`config.mk`:
```
export PLATFORM = sky130hd
export DESIGN_NAME = hilo_ctrl
export DESIGN_NICKNAME = d
export VERILOG_FILES = /design/src/rtl/hilo_ctrl.sv
export SDC_FILE = /design/constraint.sdc
export NUM_CORES = 1
export LEC_CHECK = 0
export ABC_AREA = 1
export BUFFER_PORTS_ARGS = -buffer_cell sky130_fd_sc_hd__buf_2
export CORE_MARGIN = 1.5
export CORE_UTILIZATION = 30
export DETAILED_ROUTE_END_ITERATION = 6
export PLACE_DENSITY = 0.53
export SLEW_MARGIN = 20
export SYNTH_ARGS = -nofsm -noshare
export SYNTH_HDL_FRONTEND = slang
export SYNTH_SLANG_ARGS = --single-unit
```
`constraint.sdc`:
```
create_clock -name clk_i -period 3.2 [get_ports clk_i]
set_input_delay 0.32 -clock clk_i [delete_from_list [all_inputs] [get_ports clk_i]]
set_output_delay 0.32 -clock clk_i [all_outputs]
set_load 0.02 [all_outputs]
```
`src/rtl/hilo_ctrl.sv`:
```
// HI/LO sequencer: steps a shared ALU through multiply/divide micro-ops and
// owns the architectural HI/LO registers, stalling the CPU while busy.
//
// state    | meaning
// IDLE     | waiting for a request; MTHI/MTLO and divide-by-zero finish here
// MUL_LO   | ALU drives low product word, captured into lo
// MUL_HI   | ALU drives high product word, captured into hi
// DIV_RST  | one-cycle divider restart, signedness presented on alu_ctrl
// DIV_WAIT | waiting for divider completion, bounded by DIV_TIMEOUT
// DIV_HI   | remainder captured into hi
module hilo_ctrl #(
    parameter int unsigned DIV_TIMEOUT = 63
) (
    input  logic        clk_i,
    input  logic        reset_i,
    input  logic        op_valid_i,
    input  logic [2:0]  op_i,
    input  logic [31:0] rs_val_i,
    input  logic [31:0] rt_val_i,
    output logic [31:0] alu_a_o,
    output logic [31:0] alu_b_o,
    output logic [3:0]  alu_ctrl_o,
    output logic        alu_divrst_o,
    input  logic [31:0] alu_out_i,
    input  logic        alu_divdone_i,
    output logic        busy_o,
    output logic        done_o,
    output logic        err_o,
    output logic [31:0] hi_o,
    output logic [31:0] lo_o
);

    localparam logic [2:0] S_IDLE     = 3'd0;
    localparam logic [2:0] S_MUL_LO   = 3'd1;
    localparam logic [2:0] S_MUL_HI   = 3'd2;
    localparam logic [2:0] S_DIV_RST  = 3'd3;
    localparam logic [2:0] S_DIV_WAIT = 3'd4;
    localparam logic [2:0] S_DIV_HI   = 3'd5;

    localparam logic [2:0] OP_MULT  = 3'b000;
    localparam logic [2:0] OP_MULTU = 3'b001;
    localparam logic [2:0] OP_DIV   = 3'b010;
    localparam logic [2:0] OP_DIVU  = 3'b011;
    localparam logic [2:0] OP_MTHI  = 3'b100;
    localparam logic [2:0] OP_MTLO  = 3'b101;

    localparam logic [5:0] TIMEOUT_C = 6'(DIV_TIMEOUT);

    logic [2:0]  state_q, state_d;
    logic        uns_q, uns_d;
    logic [31:0] a_q, a_d;
    logic [31:0] b_q, b_d;
    logic [31:0] hi_q, hi_d;
    logic [31:0] lo_q, lo_d;
    logic [5:0]  wcnt_q, wcnt_d;
    logic        done_q, done_d;
    logic        err_q, err_d;
    logic [3:0]  ctrl;
    logic        divrst;

    always_comb begin
        state_d = state_q;
        uns_d   = uns_q;
        a_d     = a_q;
        b_d     = b_q;
        hi_d    = hi_q;
        lo_d    = lo_q;
        wcnt_d  = wcnt_q;
        done_d  = 1'b0;
        err_d   = 1'b0;
        ctrl    = 4'b0000;
        divrst  = 1'b0;
        case (state_q)
            S_IDLE: begin
                if (op_valid_i) begin
                    case (op_i)
                        OP_MULT, OP_MULTU: begin
                            a_d     = rs_val_i;
                            b_d     = rt_val_i;
                            uns_d   = op_i[0];
                            state_d = S_MUL_LO;
                        end
                        OP_DIV, OP_DIVU: begin
                            a_d   = rs_val_i;
                            b_d   = rt_val_i;
                            uns_d = op_i[0];
                            // Divide by zero leaves HI/LO untouched and never wakes the divider.
                            if (rt_val_i == 32'h0) begin
                                done_d = 1'b1;
                            end else begin
                                state_d = S_DIV_RST;
                            end
                        end
                        OP_MTHI: begin
                            a_d    = rs_val_i;
                            b_d    = rt_val_i;
                            hi_d   = rs_val_i;
                            done_d = 1'b1;
                        end
                        OP_MTLO: begin
                            a_d    = rs_val_i;
                            b_d    = rt_val_i;
                            lo_d   = rs_val_i;
                            done_d = 1'b1;
                        end
                        default: ;
                    endcase
                end
            end
            S_MUL_LO: begin
                ctrl    = {2'b10, uns_q, 1'b0};
                lo_d    = alu_out_i;
                state_d = S_MUL_HI;
            end
            S_MUL_HI: begin
                ctrl    = {2'b10, uns_q, 1'b1};
                hi_d    = alu_out_i;
                done_d  = 1'b1;
                state_d = S_IDLE;
            end
            S_DIV_RST: begin
                ctrl    = {2'b11, uns_q, 1'b0};
                divrst  = 1'b1;
                wcnt_d  = 6'd0;
                state_d = S_DIV_WAIT;
            end
            S_DIV_WAIT: begin
                ctrl = {2'b11, uns_q, 1'b0};
                if (alu_divdone_i) begin
                    lo_d    = alu_out_i;
                    state_d = S_DIV_HI;
                end else if (wcnt_q == TIMEOUT_C) begin
                    err_d   = 1'b1;
                    state_d = S_IDLE;
                end else begin
                    wcnt_d = wcnt_q + 6'd1;
                end
            end
            S_DIV_HI: begin
                ctrl    = {2'b11, uns_q, 1'b1};
                hi_d    = alu_out_i;
                done_d  = 1'b1;
                state_d = S_IDLE;
            end
            default: state_d = S_IDLE;
        endcase
    end

    always_ff @(posedge clk_i) begin
        if (reset_i) begin
            state_q <= S_IDLE;
            uns_q   <= 1'b0;
            a_q     <= 32'h0;
            b_q     <= 32'h0;
            hi_q    <= 32'h0;
            lo_q    <= 32'h0;
            wcnt_q  <= 6'd0;
            done_q  <= 1'b0;
            err_q   <= 1'b0;
        end else begin
            state_q <= state_d;
            uns_q   <= uns_d;
            a_q     <= a_d;
            b_q     <= b_d;
            hi_q    <= hi_d;
            lo_q    <= lo_d;
            wcnt_q  <= wcnt_d;
            done_q  <= done_d;
            err_q   <= err_d;
        end
    end

    // Status outputs are masked during reset so the cycle before the reset edge is already quiet.
    assign busy_o       = (state_q != S_IDLE) & ~reset_i;
    assign done_o       = done_q & ~reset_i;
    assign err_o        = err_q & ~reset_i;
    assign alu_divrst_o = divrst & ~reset_i;
    assign alu_ctrl_o   = reset_i ? 4'b0000 : ctrl;
    assign alu_a_o      = a_q;
    assign alu_b_o      = b_q;
    assign hi_o         = hi_q;
    assign lo_o         = lo_q;

endmodule

```
; After elaboration in Yosys (flattened, before gate mapping)
; Index checks and enable logic that the tools add are counted.
[totals]
ff_bits = 140
inputBits = 103
output_inout_bits = 136
elab_cells = 81
[op_classes]
n_addsub = 1
eq_ne = 20
muxes = 24
bitwise = 6
reduce_logical = 21
[op_table]
columns = operator, n
row1 = $mux W32, 5
row2 = $pmux W32 S3, 1
row3 = $pmux W32 S2, 1
row4 = $logic_not A32 Y1, 1
row5 = $pmux W4 S4, 1
row6 = $eq A3 B2 Y1 const B, 4
row7 = $eq A3 B3 Y1 const B, 4
row8 = $mux W3, 4
row9 = $mux W6, 2
row10 = $pmux W3 S4, 1
row11 = $pmux W6 S2, 1
row12 = $reduce_and A3 Y1, 4
row13 = $reduce_or A2 Y1, 5
row14 = $ne A2 B2 Y1 const B, 4
row15 = $reduce_and A4 Y1, 2
row16 = $add A6 B1 Y6 const B, 1
row17 = $eq A3 B1 Y1 const B, 2
row18 = $eq A6 B6 Y1 const B, 1
row19 = $logic_not A3 Y1, 2
row20 = $ne A3 B3 Y1 const B, 2
row21 = $pmux W3 S2, 1
row22 = $reduce_bool A3 Y1, 2
row23 = $reduce_or A6 Y1, 1
row24 = $and A1 B1 Y1, 4
row25 = 9 further kinds, 16

; Logic depth before layout (Yosys ltp)
[depth]
word_depth = 5
depth_mapped = 11
depth_no_buf = 11

; Worst setup path after synthesis
; No wires, ideal clock.
[synth_path]
path_kind = register -> output
start = register state_q[2]
end = output port alu_ctrl_o[1]
t_arrival_ns = 1.295
t_required_ns = 2.880
path_slack_ns = 1.585
path_stages_with_launch = 6
n_path_buf = 0
path_cell_list = dfxtp_1 > inv_2 > nand3_2 > inv_2 > nor2_1 > and3_1
[synth_between]
elab_chain_cells = 4
elab_cells_between_ends = 8
cone_classes = 5 x eq/ne / 2 x mux / 1 x reduce/logical
[synth_lines]
columns = item, line_no
row1 = "start, declared", 49  ; logic [2:0] state_q, state_d;
row2 = "start signal, assigned", 161  ; state_q <= state_d;
row3 = $eq A3 B3 Y1 / $eq A3 B2 Y1 (equally long branches), 73  ; case (state_q)
row4 = $reduce_or A2 Y1 (no source line), -
row5 = $pmux W4 S4 *, 73
row6 = $mux W4 *, 178  ; assign alu_ctrl_o = reset_i ? 4'b0000 : ctrl;
row7 = "end, declared", 22  ; output logic [3:0] alu_ctrl_o,
; Mark *: on every way between the ends. The rest lies on a longest branch, timed or not.

; Worst setup path in the final report
[layout_path]
start = register state_q[2]
end = output port alu_ctrl_o[0]
; Same word-level chain as after synthesis.

==> run_results.csv <==
group,metric,value,unit
clock_network,cts.sinks,140,
synthesis,syn_area,6068,um2
sta,rsz0062_at_grt,"no",
power_and_ir_drop,total_leakage_power,4.176,nW
sta,fin_crit,2293,ps
grt,grt_pass1_vias,5937,
power_and_ir_drop,pwr-share-clk,0.399,
synthesis,synth_edf_count,0,
finish,area_growth,31.71,%
setup_path,timing.reg2reg.setup_slack,1150,ps
clock_network,clockBufferDepth,2,
synthesis,ys_top_cells_by_count,"nor2_1 (275), o21ai_0 (182), dfxtp_1 (140)",
clock_network,cts_tree,"done",
clock_network,cts_buffers,17,
place,io_buffers,238,
clock_network,htreeDepth,4,
power_and_ir_drop,power_density,635.3,nW/um2
grt,grt_overflow_total,0,
setup_path,reg2regPathDepth,8,
drt,wl_per_cell,14.18,um
synthesis,synth.area.top_cells,"dfxtp_1 (46%), nor2_1 (17%), o21ai_0 (15%), nand2_1 (5.8%), inv_1 (3.6%)",
finish,num-nets-final,1197,
sta,hold_violations,0,
clock_network,post_cts_buffers,0,
sta,timing.setup.tns,0,ps
grt,top_usage_layer,"met2",
drt,vias_per_cell,4.526,
sta,setup_viol,0,
grt,grt_pass1_wl,30960,um
drt,wirelength,19370,um
floorplan,initial_core_util,0.3088,
power_and_ir_drop,seqPwrFrac,0.397,
synthesis,async_flop_share,0,
grt,met3_usage,0.05377,
setup_path,required,2880,ps
sta,fmax,0.4361,GHz
worst_hold_path,hp-class,"input pin to flip-flop",
drt,route.antenna.remaining_nets,0,
floorplan,core_area,19650,um2
setup_path,criticalPathCategory,"flip-flop to output pin",
sta,clock_skew,9.006,ps
drt,via_count,6182,
synthesis,yosys_register_bits,140,
floorplan,die_w,145.2,um
grt,grt_max_degree,106,
finish,final_core_utilization,0.4067,
worst_hold_path,hold_depth,3,
power_and_ir_drop,ir_worst_vdd,0.3526,mV
setup_path,cp_max_fo,66,
synthesis,synth_cell_types,30,
power_and_ir_drop,share_comb_of_total_power,0.205,
clock_network,ctsResizeCount,0,
synthesis,yosys.area.top_type,"dfxtp_1",
sta,worst_pin_slew,745.9,ps
synthesis,yosysWarnings,0,
clock_network,cts_hold_buf,0,
place,preCtsSetupSlack,1160,ps
grt,met1_usage,0.2328,
drt,drt_first_pass_iters,4,
synthesis,syn_inst,878,
clock_network,worstSkewPairLatency,420,ps
synthesis,ys_seq_area_frac,0.4619,
sta,maxSlewHeadroom,0.5027,
synthesis,synth_top_area_frac,0.4619,
drt,drc,0,
grt,antenna_found_initial,0,
setup_path,crit_path_end_kind,"output pin",
drt,first_iter_violations,272,
floorplan,rows,51,
synthesis,syn_nets,986,
setup_path,arrival,1970,ps
run_status,status,"completed",
floorplan,die_h,145.2,um
sta,period_share,0.7166,
setup_path,critical_path.startpoint_type,"flip-flop",
finish,antenna_cells,0,
clock_network,ctsRootBufferMaster,"clkbuf_16",
place,place.gp.congestion,0.7786,
synthesis,synth_ff_type,"dfxtp_1",
clock_network,clkTransAtPathRegs,60,ps
sta,setup_ws,907.0,ps
power_and_ir_drop,p_int,3.481,mW
synthesis,synth_most_common_cell,"nor2_1",
place,dp_hpwl,12960,um
floorplan,ios,239,
power_and_ir_drop,swShare,0.3145,
power_and_ir_drop,switching_power,1.597,mW
sta,drv_slew,0,
job,cap_violations,0,
finish,layout-drive-gt1-share,0.2661,
synthesis,syn_avg_cell_area,6.912,um2
grt,grt_usage,0.1832,
floorplan,die_area,21090,um2
sta,hold_slack,145.4,ps
grt,use_met2,0.2929,
-- worst paths after layout --
| kind | from | to |
|---|---|---|
| setup reg to reg | state_q[2]$_SDFFE_PP0P_ | lo_o[18]$_SDFFE_PP0P_ |
| hold / removal | rt_val_i[30] | alu_b_o[30]$_SDFFE_PP0P_ |
| setup / recovery | state_q[2]$_SDFFE_PP0P_ | alu_ctrl_o[0] |
| hold reg to reg | wcnt_q[2]$_SDFFE_PP0P_ | wcnt_q[2]$_SDFFE_PP0P_ |
-- metrics by stage --
step                      cell area (um2)  instances  total power, mW
after floorplan                      6068        878            2.709
after global placement               7396       1335            3.093
after detailed placement             7396       1335            3.096
after CTS                            7993       1366            5.147
after global routing                 7993       1366            5.340
final                                7993       1366            5.078
-- critical path, stage by stage, from the launching register on --
cell	delay, ps
dfxtp_1	460
nand2_1	180
o211ai_4	120
buf_4	530
nor2_1	80
buf_2	180
-- power groups by stage --
stage	Sequential [mW]	Clock, mW	Combinational [mW]
after floorplan	2.26	0	0.449
after global placement	2.05	0	1.04
after detailed placement	2.05	0	1.05
after CTS	2.02	2.08	1.05
after global routing	2.04	2.15	1.15
final	2.02	2.02	1.04
-- sequential cells by signal, summed over array words and instances, names as in the netlist --
signal and count:
done_q 1, hi_o 32, alu_a_o 32, state_q 3
alu_b_o 32, uns_q 1, err_q 1, wcnt_q 6
lo_o 32
-- placed cells by master, fill, tap and decap left out, types with 2 or more instances in the layout --
cell type / n
inv_2: 7
ha_1: 5
nand2_1: 93
nor2_4: 3
nor2_1: 275
clkinv_4: 3
o21ai_0: 182
buf_4: 7
nor3_1: 4
inv_6: 3
a21oi_1: 15
a31oi_1: 2
o21ai_1: 13
nand3_1: 12
clkinvlp_4: 2
clkinv_2: 3
bufinv_16: 3
clkbuf_16: 17
buf_2: 238
inv_1: 58
nand4_1: 2
dfxtp_1: 140
-- logic make-up after synthesis --
family | share of synthesized area
AO/OA/AOI/OAI | 0.1843
XOR/XNOR | 0.001444
adder cells (fa/ha/maj) | 0.01031
buffers and inverters | 0.08866
flip-flops | 0.4619
AND/OR/NAND/NOR | 0.2534
-- cell type report --
cell class / count / area [um2]
Fill cell: 2185 / 11660
Clock inverter: 13 / 167.7
Inverter: 66 / 249.0
Multi-Input combinational cell: 618 / 2749
Tap cell: 265 / 331.6
Timing Repair Buffer: 246 / 1264
Sequential cell: 140 / 2803
Clock buffer: 18 / 429.2
-- metal layers --
| layer | routed length [um] | vias to the layer above |
|---|---|---|
| li1 | - | 3222 |
| met1 | 9034 | 2735 |
| met2 | 8579 | 194 |
| met3 | 1320 | 31 |
| met4 | 437 | 0 |
| met5 | 0 | - |
Note: power is estimated with default switching activity, not from simulation.
